--- src/rtl/uart_tx_mmio_pkg.sv ---
// ---------------------------------------------------------------------------
// uart_tx_mmio_pkg
// Shared definitions for the memory-mapped UART transmitter:
//   - register offsets inside the 8-byte window
//   - STATUS bit positions and the STATUS value seen while in reset
//   - transmitter FSM state encoding (2 bits)
//   - packStatus(): assembles the STATUS word from its fields
// ---------------------------------------------------------------------------
package uart_tx_mmio_pkg;

  // Register offsets; only bit 2 distinguishes them, bits [1:0] are ignored
  localparam logic [2:0] OFFSET_TXDATA = 3'h0;
  localparam logic [2:0] OFFSET_STATUS = 3'h4;

  // STATUS bit positions
  localparam int STATUS_FULL_BIT  = 0;
  localparam int STATUS_EMPTY_BIT = 1;
  localparam int STATUS_BUSY_BIT  = 2;
  localparam int STATUS_OVF_BIT   = 3;
  localparam int STATUS_COUNT_LSB = 8;

  // Empty FIFO, idle transmitter, no overflow
  localparam logic [31:0] STATUS_RESET_VALUE = 32'h0000_0002;

  // Transmitter FSM encoding
  localparam logic [1:0] ST_IDLE  = 2'd0;
  localparam logic [1:0] ST_START = 2'd1;
  localparam logic [1:0] ST_DATA  = 2'd2;
  localparam logic [1:0] ST_STOP  = 2'd3;

  // Builds the STATUS word; every bit not named here reads as zero
  function automatic logic [31:0] packStatus(input logic       full,
                                             input logic       empty,
                                             input logic       busy,
                                             input logic       overflow,
                                             input logic [7:0] count);
    logic [31:0] status;
    status                            = '0;
    status[STATUS_FULL_BIT]           = full;
    status[STATUS_EMPTY_BIT]          = empty;
    status[STATUS_BUSY_BIT]           = busy;
    status[STATUS_OVF_BIT]            = overflow;
    status[STATUS_COUNT_LSB +: 8]     = count;
    return status;
  endfunction

endpackage

--- src/rtl/uart_tx_mmio_sync_fifo.sv ---
// ---------------------------------------------------------------------------
// sync_fifo
// Single-clock FIFO with registered pointers and occupancy count.
// Read data is the current head entry (show-ahead), valid whenever not empty.
// Ports:
//   clk       rising-edge clock
//   reset     synchronous active-low reset (empties the FIFO)
//   i_push    write request; ignored when full (a same-cycle pop does not help)
//   i_wdata   data written on an accepted push
//   i_pop     read request; ignored when empty
//   o_rdata   head entry
//   o_full    count == DEPTH
//   o_empty   count == 0
//   o_count   number of stored entries
// ---------------------------------------------------------------------------
module sync_fifo #(
  parameter int WIDTH = 8,
  parameter int DEPTH = 8
) (
  input  logic                     clk,
  input  logic                     reset,
  input  logic                     i_push,
  input  logic [WIDTH-1:0]         i_wdata,
  input  logic                     i_pop,
  output logic [WIDTH-1:0]         o_rdata,
  output logic                     o_full,
  output logic                     o_empty,
  output logic [$clog2(DEPTH):0]   o_count
);

  localparam int             AW         = $clog2(DEPTH);
  localparam logic [AW:0]    FULL_COUNT = (AW+1)'(DEPTH);

  logic [WIDTH-1:0] r_mem [DEPTH];
  logic [AW-1:0]    r_wrPtr;
  logic [AW-1:0]    r_rdPtr;
  logic [AW:0]      r_count;
  logic             w_doPush;
  logic             w_doPop;

  // Full is judged on the registered count, so a pop in the same cycle
  // cannot make room for a push that arrives while full.
  assign o_full   = (r_count == FULL_COUNT);
  assign o_empty  = (r_count == '0);
  assign o_count  = r_count;
  assign o_rdata  = r_mem[r_rdPtr];
  assign w_doPush = reset && i_push && !o_full;
  assign w_doPop  = reset && i_pop && !o_empty;

  // Pointer and count bookkeeping; pointers wrap naturally since DEPTH is a
  // power of two. A simultaneous push and pop leaves the count untouched.
  always_ff @(posedge clk) begin
    if (!reset) begin
      r_wrPtr <= '0;
      r_rdPtr <= '0;
      r_count <= '0;
    end else begin
      if (w_doPush) r_wrPtr <= r_wrPtr + 1'b1;
      if (w_doPop)  r_rdPtr <= r_rdPtr + 1'b1;
      case ({w_doPush, w_doPop})
        2'b10:   r_count <= r_count + 1'b1;
        2'b01:   r_count <= r_count - 1'b1;
        default: r_count <= r_count;
      endcase
    end
  end

  // Storage array; contents need no reset because empty hides them
  always_ff @(posedge clk) begin
    if (w_doPush) r_mem[r_wrPtr] <= i_wdata;
  end

endmodule

--- src/rtl/uart_tx_mmio.sv ---
// ---------------------------------------------------------------------------
// uart_tx_mmio
// Memory-mapped 8N1 UART transmitter with a TX FIFO.
// Register window (8 bytes at BASE_ADDR):
//   +0x0 TXDATA  write: queue byte [7:0]; reads 0
//   +0x4 STATUS  [0] full [1] empty [2] busy [3] overflow (sticky,
//                cleared by any write here) [15:8] fifo count
// Ports:
//   clk             rising-edge clock
//   reset           synchronous active-low reset
//   mem_address_in  byte address of the processor access
//   mem_wdata_in    store data
//   mem_wstrobe_in  single-cycle write strobe
//   mem_rdata_out   combinational read data (STATUS or 0)
//   sel_out         combinational window decode
//   tx_out          serial output, idle high
// ---------------------------------------------------------------------------
module uart_tx_mmio
  import uart_tx_mmio_pkg::*;
#(
  parameter logic [31:0] BASE_ADDR    = 32'h0001_0000,
  parameter int          CLKS_PER_BIT = 104,
  parameter int          FIFO_DEPTH   = 8
) (
  input  logic        clk,
  input  logic        reset,
  input  logic [31:0] mem_address_in,
  input  logic [31:0] mem_wdata_in,
  input  logic        mem_wstrobe_in,
  output logic [31:0] mem_rdata_out,
  output logic        sel_out,
  output logic        tx_out
);

  localparam logic [15:0] BAUD_RELOAD = 16'(CLKS_PER_BIT - 1);

  logic [1:0]                    r_state;
  logic [15:0]                   r_baudCnt;
  logic [2:0]                    r_bitIdx;
  logic [7:0]                    r_shift;
  logic                          r_tx;
  logic                          r_overflow;

  logic                          w_isTxData;
  logic                          w_isStatus;
  logic                          w_pushReq;
  logic                          w_clearReq;
  logic                          w_pop;
  logic                          w_busy;
  logic [7:0]                    w_fifoData;
  logic                          w_fifoFull;
  logic                          w_fifoEmpty;
  logic [$clog2(FIFO_DEPTH):0]   w_fifoCount;
  logic [31:0]                   w_status;
  logic                          w_unusedBits;

  // Address decode: bits [1:0] are don't-care, bit 2 picks the register
  assign sel_out    = (mem_address_in[31:3] == BASE_ADDR[31:3]);
  assign w_isTxData = sel_out && (mem_address_in[2] == OFFSET_TXDATA[2]);
  assign w_isStatus = sel_out && (mem_address_in[2] == OFFSET_STATUS[2]);
  assign w_pushReq  = reset && mem_wstrobe_in && w_isTxData;
  assign w_clearReq = reset && mem_wstrobe_in && w_isStatus;
  assign w_busy     = (r_state != ST_IDLE);

  // IDLE takes the head byte as soon as the FIFO shows it; no bypass path
  assign w_pop      = (r_state == ST_IDLE) && !w_fifoEmpty;

  // Only the low byte of store data and the word offset are meaningful
  assign w_unusedBits = ^{mem_wdata_in[31:8], mem_address_in[1:0]};

  sync_fifo #(
    .WIDTH (8),
    .DEPTH (FIFO_DEPTH)
  ) u_fifo (
    .clk     (clk),
    .reset   (reset),
    .i_push  (w_pushReq),
    .i_wdata (mem_wdata_in[7:0]),
    .i_pop   (w_pop),
    .o_rdata (w_fifoData),
    .o_full  (w_fifoFull),
    .o_empty (w_fifoEmpty),
    .o_count (w_fifoCount)
  );

  // While reset is held low the registers may not have been cleared yet,
  // so STATUS reports the reset value directly.
  assign w_status = reset ? packStatus(w_fifoFull, w_fifoEmpty, w_busy,
                                       r_overflow, 8'(w_fifoCount))
                          : STATUS_RESET_VALUE;

  assign mem_rdata_out = w_isStatus ? w_status : 32'h0;
  assign tx_out        = r_tx;

  // Sticky overflow flag: a dropped push wins over a clear in the same cycle
  always_ff @(posedge clk) begin
    if (!reset) begin
      r_overflow <= 1'b0;
    end else if (w_pushReq && w_fifoFull) begin
      r_overflow <= 1'b1;
    end else if (w_clearReq) begin
      r_overflow <= 1'b0;
    end
  end

  // Transmitter FSM. The baud counter is reloaded on every state or bit
  // transition and counts down to zero, so each bit spans CLKS_PER_BIT
  // cycles. The line level is registered alongside the state so tx_out
  // changes exactly on the transition edge. After STOP the FSM spends one
  // cycle in IDLE before popping the next byte.
  always_ff @(posedge clk) begin
    if (!reset) begin
      r_state   <= ST_IDLE;
      r_baudCnt <= '0;
      r_bitIdx  <= '0;
      r_shift   <= '0;
      r_tx      <= 1'b1;
    end else begin
      case (r_state)
        ST_IDLE: begin
          r_tx <= 1'b1;
          if (!w_fifoEmpty) begin
            r_shift   <= w_fifoData;
            r_baudCnt <= BAUD_RELOAD;
            r_tx      <= 1'b0;
            r_state   <= ST_START;
          end
        end
        ST_START: begin
          if (r_baudCnt == '0) begin
            r_baudCnt <= BAUD_RELOAD;
            r_bitIdx  <= '0;
            r_tx      <= r_shift[0];
            r_state   <= ST_DATA;
          end else begin
            r_baudCnt <= r_baudCnt - 1'b1;
          end
        end
        ST_DATA: begin
          if (r_baudCnt == '0) begin
            r_baudCnt <= BAUD_RELOAD;
            if (r_bitIdx == 3'd7) begin
              r_tx    <= 1'b1;
              r_state <= ST_STOP;
            end else begin
              r_bitIdx <= r_bitIdx + 1'b1;
              r_shift  <= r_shift >> 1;
              r_tx     <= r_shift[1];
            end
          end else begin
            r_baudCnt <= r_baudCnt - 1'b1;
          end
        end
        ST_STOP: begin
          if (r_baudCnt == '0) begin
            r_state <= ST_IDLE;
          end else begin
            r_baudCnt <= r_baudCnt - 1'b1;
          end
        end
        default: begin
          r_state <= ST_IDLE;
          r_tx    <= 1'b1;
        end
      endcase
    end
  end

endmodule
--- config.mk ---
export PLATFORM = sky130hd
export DESIGN_NAME = uart_tx_mmio
export DESIGN_NICKNAME = d
export VERILOG_FILES = /design/src/rtl/uart_tx_mmio_pkg.sv /design/src/rtl/uart_tx_mmio_sync_fifo.sv /design/src/rtl/uart_tx_mmio.sv
export SDC_FILE = /design/constraint.sdc
export NUM_CORES = 1
export LEC_CHECK = 0
export ABC_AREA = 1
export BUFFER_PORTS_ARGS = -buffer_cell sky130_fd_sc_hd__buf_2
export CAP_MARGIN = 40
export CORE_MARGIN = 4
export CORE_UTILIZATION = 59
export CTS_CLUSTER_DIAMETER = 80
export DETAILED_ROUTE_END_ITERATION = 16
export PLACE_DENSITY = 0.84
export SYNTH_ARGS = -nofsm -noshare
export SYNTH_HDL_FRONTEND = slang
export SYNTH_SLANG_ARGS = --single-unit
--- constraint.sdc ---
create_clock -name clk -period 5.3 [get_ports clk]
set_input_delay 0.265 -clock clk [delete_from_list [all_inputs] [get_ports clk]]
set_output_delay 0.265 -clock clk [all_outputs]
set_load 0.02 [all_outputs]
# After elaboration in Yosys (flattened, before gate mapping)
# Memory sizes are Yosys's and may differ from the RTL's. A register that Yosys moved wholly into a read port is not among the register bits.
# Cells that the tools add are included.
dict set report totals {
  output_inout_bits 34
  in_bits 67
  ramBits 64
  elab_cells 92
  n_memories 1
  reg_bits 41
}
dict set report classes {
  mux 32
  addsub 6
  bitwise 1
  eq_ne 15
  reduce_logical 28
}
# memory words word_bits read_ports rd_ports_with_merged_regs wr line_no
set mem_list {}
lappend mem_list {u_fifo.r_mem 8 8 1 1 1 uart_tx_mmio_sync_fifo.sv:34} ;# logic [WIDTH-1:0] r_mem [DEPTH];
# cell n
set op_table {}
lappend op_table {{16-bit two-way mux} 3}
lappend op_table {{16-bit case mux with 3 select lines} 1}
lappend op_table {{29-bit by 14-bit == test with 1-bit output (second input constant)} 1}
lappend op_table {{12-bit two-way mux} 2}
lappend op_table {{8-bit two-way mux} 3}
lappend op_table {{16-bit zero test} 1}
lappend op_table {{8-bit case mux with 2 select lines} 1}
lappend op_table {{16-bit by 1-bit subtractor with 16-bit output (second input constant)} 1}
lappend op_table {{3-bit two-way mux} 5}
lappend op_table {{2-bit != test (second input constant)} 7}
lappend op_table {{1-bit logical AND} 11}
lappend op_table {{2-bit two-way mux} 5}
lappend op_table {{2-bit nonzero test} 5}
lappend op_table {{3-bit by 1-bit adder with 3-bit output (second input constant)} 3}
lappend op_table {{1-bit two-way mux} 8}
lappend op_table {{2-bit case mux with 4 select lines} 1}
lappend op_table {{4-bit case mux with 2 select lines} 1}
lappend op_table {{4-bit AND reduction} 2}
lappend op_table {{2-bit == test (second input constant)} 3}
lappend op_table {{3-bit case mux with 2 select lines} 1}
lappend op_table {{5-bit AND reduction} 1}
lappend op_table {{4-bit by 1-bit adder with 4-bit output (second input constant)} 1}
lappend op_table {{2-bit by 1-bit == test with 1-bit output (second input constant)} 2}
lappend op_table {{4-bit == test (second input constant)} 1}
lappend op_table {{other kinds (11)} 12}

# Longest topological paths before layout
dict set report depth {
  ltp_word 7
  mapped_depth 16
  mapped_depth_nobuf 16
}

# Cells and area by module
# Synthesis repeated with hierarchy kept, for this count alone.
dict set report hier_totals {
  cells_unflattened 688
  area_unflattened_um2 5685.5
}
# mod instances area_per_inst_um2 seq_area_each_um2 cells_per_inst
set modules_own_cells {}
lappend modules_own_cells {sync_fifo 1 3180.6 2182.1 274}
lappend modules_own_cells {uart_tx_mmio 1 2504.9 620.6 414}

# Worst setup path after synthesis
# No wires, ideal clock.
dict set report synth_timing {
  kind {input port to output port}
  from {input port mem_address_in[30]}
  to {output port mem_rdata_out[0]}
  required_time_ns 5.035
  t_arrival_ns 1.801
  slack_ns 3.234
  cell_stages 7
  n_path_buf 0
  path_cell_list {nor2_1 -> nand2_1 -> nor2_1 -> nand2_1 -> nor2_1 -> nand3_1 -> nor3_1}
}
dict set report synth_via {
  elab_chain_cells 3
}
# element line_no
set synth_rtl {}
lappend synth_rtl {{from (decl)} uart_tx_mmio.sv:27} ;# input logic [31:0] mem_address_in,
lappend synth_rtl {{29-bit by 14-bit == test with 1-bit output} uart_tx_mmio.sv:58} ;# assign sel_out = (mem_address_in[31:3] == BASE_ADDR[31:3]);
lappend synth_rtl {{named net sel_out} uart_tx_mmio.sv:31} ;# output logic sel_out,
lappend synth_rtl {{1-bit logical AND} uart_tx_mmio.sv:60} ;# assign w_isStatus = sel_out && (mem_address_in[2] == OFFSET_STATUS[2]);
lappend synth_rtl {{12-bit two-way mux} uart_tx_mmio.sv:92} ;# assign mem_rdata_out = w_isStatus ? w_status : 32'h0;
lappend synth_rtl {{to (decl)} uart_tx_mmio.sv:30} ;# output logic [31:0] mem_rdata_out,
# The timed path passes the listed nets, and every way through them passes these cells.

# Worst setup path in the final report
dict set report layout_timing {
  from {input port reset}
  to {register u_fifo.r_count[2], in the netlist u_fifo.o_count[2]}
}
dict set report layout_via {
  elab_chain_cells 6
  elab_cells_between_ends 10
  classes_between {eq/ne (2); mux (1); reduce/logical (7)}
}
# element line_no
set layout_rtl {}
lappend layout_rtl {{from (decl)} uart_tx_mmio.sv:26} ;# input logic reset,
lappend layout_rtl {{1-bit logical AND (2 in series)} uart_tx_mmio.sv:61} ;# assign w_pushReq = reset && mem_wstrobe_in && w_isTxData;
lappend layout_rtl {{1-bit logical AND (2 in series)} uart_tx_mmio_sync_fifo.sv:47} ;# assign w_doPush = reset && i_push && !o_full;
lappend layout_rtl {{2-bit by 1-bit == test with 1-bit output or 2-bit == test (tied branches)} uart_tx_mmio_sync_fifo.sv:60} ;# case ({w_doPush, w_doPop})
lappend layout_rtl {{4-bit case mux with 2 select lines or 2-bit nonzero test (tied branches)} n/a}
lappend layout_rtl {{to (signal assigned)} uart_tx_mmio_sync_fifo.sv:61} ;# 2'b10: r_count <= r_count + 1'b1;
lappend layout_rtl {{to (signal assigned)} uart_tx_mmio_sync_fifo.sv:62} ;# 2'b01: r_count <= r_count - 1'b1;
lappend layout_rtl {{to (signal assigned)} uart_tx_mmio_sync_fifo.sv:63} ;# default: r_count <= r_count;
lappend layout_rtl {{to (decl)} uart_tx_mmio_sync_fifo.sv:37} ;# logic [AW:0] r_count;
# Parallel ways exist; a longest one is shown, timed or not.
# A chain may end at the register's enable or synchronous reset.

==> impl_metrics.env <==
export IMPL_finalCritPeriodShare_pct=46.0
export IMPL_cap_violations=0
export IMPL_yosysWarnings=0
export IMPL_worstPathRequired_ns=5.57
export IMPL_rsz0062_at_grt="no"
export IMPL_ctsRootBufferMaster="clkbuf_8"
export IMPL_antenna_found_initial=0
export IMPL_num_vias=4479
export IMPL_first_global_vias=4310
export IMPL_diodes=0
export IMPL_avgSynthCellArea_um2=8.15
export IMPL_dr_pass1_iters=5
export IMPL_viasPerCell=5.10
export IMPL_p_leak_nw=2.78
export IMPL_cts_sinks=108
export IMPL_routedWlPerCell_um=12.8
export IMPL_grt_overflow=0
export IMPL_multi_input_area_um2=2280
export IMPL_crit_arrival_ns=2.71
export IMPL_cellPowerDensity_nw_per_um2=474
export IMPL_crit_type="input pin to flop"
export IMPL_start_util_pct=60.9
export IMPL_syn_cell_area_um2=5630
export IMPL_synth_top_family_by_area="simple AND/OR/NAND/NOR gates"
export IMPL_drv_slew=0
export IMPL_fp_row_count=35
export IMPL_worst_setup_path_start_kind="input pin"
export IMPL_reg2reg_depth=12
export IMPL_synth_ff_type="edfxtp_1"
export IMPL_switchingPower_mw=1.29
export IMPL_ant_nets=0
export IMPL_whs_ns=0.163
export IMPL_die_x_um=106
export IMPL_yosysSeqAreaShare_pct=49.8
export IMPL_tns_ns=0
export IMPL_place_congestion=0.830
export IMPL_setup_viol=0
export IMPL_hpwl_um=7980
export IMPL_internal_power_mw=1.62
export IMPL_synth_fa_ha_area_share_pct=2.67
export IMPL_synth_mux_area_fraction_pct=0
export IMPL_synthCells=690
export IMPL_clockBufferDepth=2
export IMPL_synth_simple_area_share_pct=29.5
export IMPL_end_kind="flop"
export IMPL_core_um2=9240
export IMPL_hold_viol=0
export IMPL_ctsHoldBuffers=0
export IMPL_ys_seq_elements=108
export IMPL_ios=101
export IMPL_fmax_ghz=0.410
export IMPL_yosys_cell_types_count=38
export IMPL_grt_use_total_pct=20.9
export IMPL_post_cts_setup_buffers=0
export IMPL_num_nets_final=823
export IMPL_async_flop_share_pct=0
export IMPL_fillers=711
export IMPL_peakVddDrop_uv=301
export IMPL_chipHeight_um=106
export IMPL_synth_compound_area_share_pct=5.96
export IMPL_cts_resized=0
export IMPL_pwr_share_seq_pct=36.9
export IMPL_htree_levels=3
export IMPL_cts_tree="done"
export IMPL_combPwrFrac_pct=47.2
export IMPL_final_seq_area_um2=2800
export IMPL_grt_pass1_wl_um=19200
export IMPL_design_die_area_um2=11200
export IMPL_grt_max_degree=34
export IMPL_critPathMaxFanout=31
export IMPL_clk_pin_slew_ns=0.11
export IMPL_holdPathStages=1
export IMPL_cts_buffers=9
export IMPL_wirelength_um=11300
export IMPL_clock_latency_ns=0.37
export IMPL_synth_edf_count=64
export IMPL_syn_to_final_growth_pct=8.96
export IMPL_hold_path_class="input pin to flop"
export IMPL_drc=0
export IMPL_synth_xor_xnor_area_share_pct=0.778
export IMPL_first_iter_violations=267
export IMPL_fin_worst_skew_ns=0.0171
export IMPL_drive_gt1_share_pct=14.4
export IMPL_outcome="complete, no violations"
export IMPL_fin_crit_ns=2.44
export IMPL_tightest_slew_ns=0.742
export IMPL_p_clk_share_pct=15.8
export IMPL_slew_headroom_pct=50.5
export IMPL_port_buffers=50
export IMPL_swShare_pct=44.4
power groups by stage:
stage | registers (mW) | clock network, mW | logic, mW
CTS | 1.07 | 0.467 | 1.36
global route | 1.09 | 0.506 | 1.56
floorplan | 1.08 | 0 | 1.11
detailed placement | 1.09 | 0 | 1.35
global placement | 1.08 | 0 | 1.28
finish | 1.07 | 0.461 | 1.37
sequential cells by signal, indices dropped and copies added, names as in the netlist, 2 cells and up, named ones only:
signal / count
r_bitIdx: 3
u_fifo.r_wrPtr: 3
u_fifo.r_mem: 64
r_shift: 8
u_fifo.r_rdPtr: 3
u_fifo.o_count: 4
r_baudCnt: 16
r_state: 2
cells in the mapped netlist (3+ instances only):
cell type  count  area share [%]
a21oi_1       18             1.6
buf_2          8            0.71
buf_4         24             3.2
clkbuf_1       6            0.40
dfxtp_1       44              16
edfxtp_1      64              34
ha_1          12             2.7
inv_1         91             6.1
inv_2          4            0.27
nand2_1      162              11
nand2_2        3            0.33
nand3_1       60             5.3
nand3_2        3            0.53
nand3_4        3            0.93
nand4_1        9             1.0
nor2_1        94             6.3
nor2_2         7            0.78
nor2_4         5             1.0
nor3_1        10            0.89
o21ai_0       30             2.7
o21ai_1        6            0.53
o21bai_1       3            0.40
or2_2          3            0.33
xor2_1         3            0.47
path summary, 6_finish.rpt:
kind                           from            endpoint  slack (ns)
setup / recovery              reset   u_fifo.o_count[2]        2.86
hold / removal      mem_wdata_in[2]  u_fifo.r_mem[0][2]        0.16
setup reg to reg  u_fifo.o_count[0]   u_fifo.o_count[2]        2.92
hold reg to reg   u_fifo.r_rdPtr[2]   u_fifo.r_rdPtr[2]        0.48
per-layer routing:
layer	vias up	GRT usage (%)	wire [um]
met1	2037	27.0	4980
met4	0	6.66	167
met5	-	0	0
met2	153	35.4	5450
met3	19	3.92	682
li1	2270	-	-
cells in the final DEF, fill, tap and decap left out, drive strengths merged:
cell type and count:
nand4 9, a211oi 1, clkbuf 11, o21bai 3, a21oi 18, inv 100, o211ai 2, nand3 66
ha 12, nor2 106, nand2 168, nand3b 1, and3 1, or2 3, clkinv 1, buf 60
o211a 2, nor3 11, conb 24, dfxtp 44, xor2 3, xnor2 2, edfxtp 64, o21ai 36
clkinvlp 1
logic make-up after synthesis:
group,Yosys count
AND/OR/NAND/NOR,365
buffers and inverters,137
flip-flops,108
AO/OA/AOI/OAI,62
adder cells (fa/ha/maj),12
XOR/XNOR,5
other,1
stage by stage:
step	setup WS (ns)	cells	area [um^2]	utilization (%)	total power, mW
global route	2.52	878	6130	66.3	3.15
finish	2.86	878	6130	66.3	2.91
detailed placement	2.47	862	5950	64.4	2.44
CTS	2.87	878	6130	66.3	2.90
global placement	2.44	858	5910	64.0	2.37
floorplan	3.23	713	5710	-	2.19
cell type report:
class	instances	share of cell area (%)
sequential	108	45.7
multi-input combinational	468	37.2
inverter	97	6.06
timing repair buffer	60	5.51
tap	129	2.63
clock buffer	11	2.14
clock inverter	5	0.735
worst max-delay path, stage by stage:
cell and delay, ns:
buf_2 0.47, nand2_1 0.13, nor2_1 0.20, nand3_1 0.10, nor2_1 0.25, inv_1 0.15, ha_1 0.28, xor2_1 0.25
ha_1 0.19, a21oi_1 0.05, xnor2_1 0.14, o21ai_0 0.17, inv_1 0.05
Power figures use the tool's default switching activity.
